<file path="src/rtl/fp_adder_pipe.sv">
// Three-stage pipelined floating-point adder/subtractor with valid/ready handshakes.
// Define FP_ADDER_SPECIALS_EN to enable zero/denormal, Inf and NaN handling.
module fp_adder_pipe #(
  parameter int unsigned EXP_W = 8,
  parameter int unsigned MAN_W = 23
) (
  input  logic                     clk,
  input  logic                     rst,
  input  logic                     in_valid,
  output logic                     in_ready,
  input  logic [EXP_W+MAN_W:0]     a,
  input  logic [EXP_W+MAN_W:0]     b,
  input  logic                     sub,
  output logic                     out_valid,
  input  logic                     out_ready,
  output logic [EXP_W+MAN_W:0]     sum,
  output logic [3:0]               flags
);
  localparam int unsigned W  = 1 + EXP_W + MAN_W;
  localparam int unsigned SW = MAN_W + 4;
  localparam int unsigned NW = MAN_W + 5;
  localparam int unsigned EW = EXP_W + 2;
  localparam logic [EXP_W-1:0] SH_MAX = EXP_W'(MAN_W + 3);
  localparam logic [EW-1:0]    E_MAX  = EW'((1 << EXP_W) - 1);

  logic adv;
  assign in_ready = !(out_valid && !out_ready);
  assign adv      = in_ready;

  // Stage 1: operand ordering and alignment
  logic             b_sign, a_big, big_sign, eff_sub, lost;
  logic [EXP_W-1:0] big_exp, small_exp, exp_diff, sh;
  logic [MAN_W-1:0] big_man, small_man;
  logic [SW-1:0]    big_sig, small_sig, small_sh, small_al;

  always_comb begin
    b_sign    = b[W-1] ^ sub;
    a_big     = a[W-2:0] >= b[W-2:0];
    big_sign  = a_big ? a[W-1] : b_sign;
    eff_sub   = a[W-1] ^ b_sign;
    big_exp   = a_big ? a[W-2:MAN_W] : b[W-2:MAN_W];
    small_exp = a_big ? b[W-2:MAN_W] : a[W-2:MAN_W];
    big_man   = a_big ? a[MAN_W-1:0] : b[MAN_W-1:0];
    small_man = a_big ? b[MAN_W-1:0] : a[MAN_W-1:0];
    exp_diff  = big_exp - small_exp;
    sh        = (exp_diff > SH_MAX) ? SH_MAX : exp_diff;
    big_sig   = {1'b1, big_man, 3'b000};
    small_sig = {1'b1, small_man, 3'b000};
    small_sh  = small_sig >> sh;
    lost      = |(small_sig & ~({SW{1'b1}} << sh));
    small_al  = {small_sh[SW-1:1], small_sh[0] | lost};
  end

  logic         spec_hit;
  logic [W-1:0] spec_res;
  logic [3:0]   spec_fl;

`ifdef FP_ADDER_SPECIALS_EN
  logic a_zero, b_zero, a_inf, b_inf, a_nan, b_nan;
  always_comb begin
    a_zero   = a[W-2:MAN_W] == '0;
    b_zero   = b[W-2:MAN_W] == '0;
    a_inf    = (a[W-2:MAN_W] == {EXP_W{1'b1}}) && (a[MAN_W-1:0] == '0);
    b_inf    = (b[W-2:MAN_W] == {EXP_W{1'b1}}) && (b[MAN_W-1:0] == '0);
    a_nan    = (a[W-2:MAN_W] == {EXP_W{1'b1}}) && (a[MAN_W-1:0] != '0);
    b_nan    = (b[W-2:MAN_W] == {EXP_W{1'b1}}) && (b[MAN_W-1:0] != '0);
    spec_hit = 1'b1;
    spec_res = '0;
    spec_fl  = '0;
    if (a_nan || b_nan || (a_inf && b_inf && (a[W-1] != b_sign))) begin
      spec_res = {1'b0, {EXP_W{1'b1}}, 1'b1, {(MAN_W-1){1'b0}}};
      spec_fl  = 4'b0100;
    end else if (a_inf) begin
      spec_res = a;
    end else if (b_inf) begin
      spec_res = {b_sign, b[W-2:0]};
    end else if (a_zero && b_zero) begin
      // Only -0 + -0 keeps the negative sign
      spec_res = {a[W-1] & b_sign, {(W-1){1'b0}}};
    end else if (a_zero) begin
      spec_res = {b_sign, b[W-2:0]};
    end else if (b_zero) begin
      spec_res = a;
    end else begin
      spec_hit = 1'b0;
    end
  end
`else
  assign spec_hit = 1'b0;
  assign spec_res = '0;
  assign spec_fl  = '0;
`endif

  logic             v1_q, v2_q;
  logic             sign1_q, sub1_q, spec1_q, sign2_q, spec2_q;
  logic [EXP_W-1:0] exp1_q, exp2_q;
  logic [SW-1:0]    big1_q, small1_q;
  logic [NW-1:0]    sum2_q;
  logic [W-1:0]     spec_res1_q, spec_res2_q;
  logic [3:0]       spec_fl1_q, spec_fl2_q;

  always_ff @(posedge clk) begin
    if (adv) begin
      sign1_q     <= big_sign;
      sub1_q      <= eff_sub;
      exp1_q      <= big_exp;
      big1_q      <= big_sig;
      small1_q    <= small_al;
      spec1_q     <= spec_hit;
      spec_res1_q <= spec_res;
      spec_fl1_q  <= spec_fl;
      sign2_q     <= sign1_q;
      exp2_q      <= exp1_q;
      sum2_q      <= sub1_q ? ({1'b0, big1_q} - {1'b0, small1_q})
                            : ({1'b0, big1_q} + {1'b0, small1_q});
      spec2_q     <= spec1_q;
      spec_res2_q <= spec_res1_q;
      spec_fl2_q  <= spec_fl1_q;
    end
  end

  // Stage 3: normalise, round, classify
  logic [EW-1:0] lzc, e_n, e_r;
  logic [NW-2:0] norm;
  logic [MAN_W:0] mant;
  logic          rnd_up, inex;
  logic [W-1:0]  res;
  logic [3:0]    res_fl;

  always_comb begin
    lzc = '0;
    for (int i = 0; i < NW - 1; i++) begin
      if (sum2_q[i]) lzc = EW'(NW - 2 - i);
    end
    if (sum2_q[NW-1]) begin
      norm = {sum2_q[NW-1:2], sum2_q[1] | sum2_q[0]};
      e_n  = {2'b00, exp2_q} + {{(EW-1){1'b0}}, 1'b1};
    end else begin
      norm = sum2_q[NW-2:0] << lzc;
      e_n  = {2'b00, exp2_q} - lzc;
    end
    rnd_up = norm[2] & (norm[1] | norm[0] | norm[3]);
    mant   = {1'b0, norm[NW-3:3]} + {{MAN_W{1'b0}}, rnd_up};
    e_r    = mant[MAN_W] ? e_n + {{(EW-1){1'b0}}, 1'b1} : e_n;
    inex   = |norm[2:0];
    res    = '0;
    res_fl = '0;
    if (spec2_q) begin
      res    = spec_res2_q;
      res_fl = spec_fl2_q;
    end else if (!norm[NW-2]) begin
      res = '0;
    end else if (!e_r[EW-1] && (e_r >= E_MAX)) begin
      res    = {sign2_q, {EXP_W{1'b1}}, {MAN_W{1'b0}}};
      res_fl = 4'b1001;
    end else if (e_r[EW-1] || (e_r == '0)) begin
      res    = {sign2_q, {(W-1){1'b0}}};
      res_fl = 4'b1010;
    end else begin
      res    = {sign2_q, e_r[EXP_W-1:0], mant[MAN_W-1:0]};
      res_fl = {inex, 3'b000};
    end
  end

  always_ff @(posedge clk or posedge rst) begin
    if (rst) begin
      v1_q      <= 1'b0;
      v2_q      <= 1'b0;
      out_valid <= 1'b0;
      sum       <= '0;
      flags     <= '0;
    end else if (adv) begin
      v1_q      <= in_valid;
      v2_q      <= v1_q;
      out_valid <= v2_q;
      if (v2_q) begin
        sum   <= res;
        flags <= res_fl;
      end
    end
  end
endmodule
</file>
<file path="config.mk">
export PLATFORM = sky130hd
export DESIGN_NAME = fp_adder_pipe
export DESIGN_NICKNAME = d
export VERILOG_FILES = /design/src/rtl/fp_adder_pipe.sv
export SDC_FILE = /design/constraint.sdc
export NUM_CORES = 1
export LEC_CHECK = 0
export ABC_AREA = 1
export CAP_MARGIN = 20
export CORE_ASPECT_RATIO = 1.5
export CORE_MARGIN = 2
export CORE_UTILIZATION = 40
export CTS_BUF_LIST = sky130_fd_sc_hd__clkbuf_8
export CTS_CLUSTER_SIZE = 14
export DETAILED_ROUTE_END_ITERATION = 12
export GPL_TIMING_DRIVEN = 0
export HOLD_SLACK_MARGIN = 0.1
export SETUP_SLACK_MARGIN = 0.2
export SLEW_MARGIN = 30
export SYNTH_ARGS = -nofsm -noshare
export SYNTH_HDL_FRONTEND = slang
export SYNTH_SLANG_ARGS = --single-unit
</file>
<file path="constraint.sdc">
create_clock -name clk -period 4.39 [get_ports clk]
set_input_delay 0.878 -clock clk [delete_from_list [all_inputs] [get_ports clk]]
set_output_delay 0.878 -clock clk [all_outputs]
set_load 0.02 [all_outputs]
</file>
==> results.md <==
* Status: finished with violations
* Failing checks: setup timing
* Overall power at about 13 mW
* Final Hold Viols at 0
* Total Routing Usage GR at 30.5%
* Largest net degree at the start of global routing at 64
* Critical path's top delay family: simple AND/OR/NAND/NOR gates
* Crit share post-route at 112%
* IO buf count at 105
* Min-Delay Path Class: flip-flop to flip-flop
* Start point of the worst hold path: exp1_q[6]
* Hold_buf cts at 0
* DR DRC count at 0
* Vias per inst at 5.57
* Largest cells by area after synthesis: edfxtp_1 22%, nand2_1 15%, nand3_1 12%
* Placed insts at ~2,500
* Clock Tree Root: clkbuf_8
* Pleak at 8.79 nW
* Reg2Reg Setup Slack at -530 ps
* Pre-antenna DRT Iters at 7
* Multiplexer share of the synthesized area at less than 1%
* Met2 Use GR at 60.0%
* Synth cell count leaders: 536 x nand2_1, 328 x nand3_1, 244 x inv_1
* Die height at between 200 and 250 um
* Synth Warn # at 0
* DP Worst Slack at -2260 ps
* Max_cap viols at 0
* Slowest cell delay on critical path at 450 ps
* Area growth from synthesis to layout at 42.6%
* Syn_nets at between 2,000 and 2,500
* Post-Layout Cell Count at 2,694
* CTS clk-pin slew, worst paths at 90 ps
* Adder-Cell Fraction of Synth Area at 8.61%
* RSZ-0062 raised after global routing: yes
* Synth area leader: edfxtp_1
* Routed WL per cell at between 15 and 20 um
* Worst VDD drop at 0.000314 V
* Avg Inst Size Synth at 6.64 um2
* Via count at roughly 15,000
* Num ports at 107
* # rows at between 80 and 90
* Final HPWL DP at 40,600 um
* Synth Area in XOR/XNOR at 3.63%
* M1 GR Usage at 28.5%
* Least-Margin Pin Slew at 1030 ps
* Req. time, crit path at roughly 4800 ps
* Largest family of logic cells by synthesized area: simple AND/OR/NAND/NOR gates
* Unique masters post-synth at 58
* Buf+Inv Stages, Crit Path at 5
* Yosys top cell area share at 22.0%
* Inserted Clock Buffers at 17
* Max clock buf depth at 2
* Overflow after GRT at 0
* Reg2reg start: sum2_q[2]
* Setup crit start: sum2_q[2]
* Slew headroom at 30.8%
* Worst Path Arrival at roughly 5300 ps
* Initial core utilization at 40.6%
* CP max FO at 10
* Crit Path Class: flip-flop to flip-flop
* Fillers at ~3,100
* Ys async rst share at around 28%
* Most common cell in the netlist: nand2_1
* DIE WIDTH at 153 um
* Seq/Total Area, Yosys at 29.1%
* Post-Synth Simple-Gate Area at 35.2%
* First-pass GRT wire length at 81,000 um
* Seq cells post-synth at 135
* Post-synth EDFFs at a little under 100
* Setup WS post-layout at -534 ps
* Clock latency on the worst-skew pair at 510 ps
* TritonCTS clock tree: done
* Die ar. at 34,600 um2
* Final GP Congestion at 0.991
* Post-Route Skew at 14.4 ps
* Initial drt markers at 1,113
* PD cells at 667 nW/um2
* Post-synthesis compound-gate area fraction at 13.2%
* GRT Max-Usage Layer: met2
* Antenna Nets Post-Route at 0
* Met3 Usage GRT at 3.16%
* Vias in the first global route at 14,900
* Slew Limit Fails at 0
* Crit-path slowest cell: edfxtp_1
* Fin crit period at just under 5000 ps
* Setup violators final at 60
* CP dominant cell by count: nand2_1
* Worst setup EP type: flip-flop
* Top_reg_cell synth: edfxtp_1
* Synth Instances at between 1,500 and 2,000
* CP Launch Type: flip-flop
* Core Region at roughly 33,000 um2
* Share of cells above drive strength 1 at a little under 30%
* H-Tree Depth at 4
* # nets final at 2,424
* Post-Syn Area at 13,300 um2
* Overall routed net length at 53,700 um
* Max frequency at 0.203 GHz
* Initial antenna violation count at 1
* CTS Sinks at 135
-- sequential cells by signal, indices dropped and copies added, names as in the netlist --
register	count
big1_q	23
exp1_q	8
exp2_q	8
flags	3
out_valid	1
sign1_q	1
sign2_q	1
small1_q	27
sub1_q	1
sum	32
sum2_q	28
v1_q	1
v2_q	1
-- cell type report --
type	count	area (um2)	share of cell area (%)
clock buffer	17	234	1.24
inverter	255	1010	5.35
multi-input combinational	1529	10200	54.0
timing repair buffer	250	2290	12.1
clock inverter	15	158	0.834
sequential	135	3860	20.4
buffer	77	612	3.24
tap	415	519	2.75
antenna	1	2.50	0.0132
-- through the flow --
step | hold slack, ps | utilization [%] | instance area (um2) | setup TNS (ps)
after floorplan | 400 | - | 13700 | -4640
after global placement | 405 | 46.7 | 15300 | -134640
after detailed placement | 405 | 46.9 | 15300 | -123290
after CTS | 427 | 54.1 | 17700 | -22490
after global routing | 441 | 57.9 | 18900 | -41630
final | 426 | 57.9 | 18900 | -25410
-- repair_timing --
item                       in CTS  in global routing
gates resized for setup       398                282
setup buffers                  86                 48
setup endpoints to repair      85                 88
cloned                          5                  5
pin swaps                     101                132
-- placed cells by master (no fill, tap or decap), drive strengths merged, types with 16 or more instances in the layout --
cell type	synthesis	routed
xor2	50	50
nor2	130	130
clkdlybuf4s50	0	45
o21ai	148	148
nand4	21	21
clkbuf	45	77
edfxtp	97	97
a21oi	82	82
or2	16	16
ha	88	88
buf	32	183
nand3	330	331
dlygate4sd2	0	22
inv	250	259
o211ai	16	16
dfrtp	38	38
nand2	547	547
-- logic make-up (layout without fill, tap and decap cells) --
kind of cell,count (synthesis),after routing
AND/OR/NAND/NOR,1071,1072
buffers and inverters,332,614
AO/OA/AOI/OAI,307,307
flip-flops,135,135
adder cells (fa/ha/maj),90,90
XOR/XNOR,55,55
multiplexers,4,4
other,1,2
-- per-layer routing --
metal	up-vias	share of wire [%]
met3	232	3.5
li1	7223	-
met4	0	9.3
met2	541	54
met5	-	0
met1	7010	33
-- where the power goes --
group	leakage [nW]	internal (mW)	switching [mW]	total [mW]
registers	1.48	1.97	0.359	2.33
clock network	0.195	0.471	0.601	1.07
logic	7.12	3.41	5.79	9.20
-- final timing paths --
path                             end  cells after the start
setup / recovery             sum[13]                     31
hold reg to reg            exp2_q[6]                      0
setup reg to reg             sum[13]                     31
max in group asynchronous    sum[13]                      3
min in group asynchronous    sum[31]                      2
hold / removal             exp2_q[6]                      0
No activity file was read; power rests on OpenSTA's default activity.
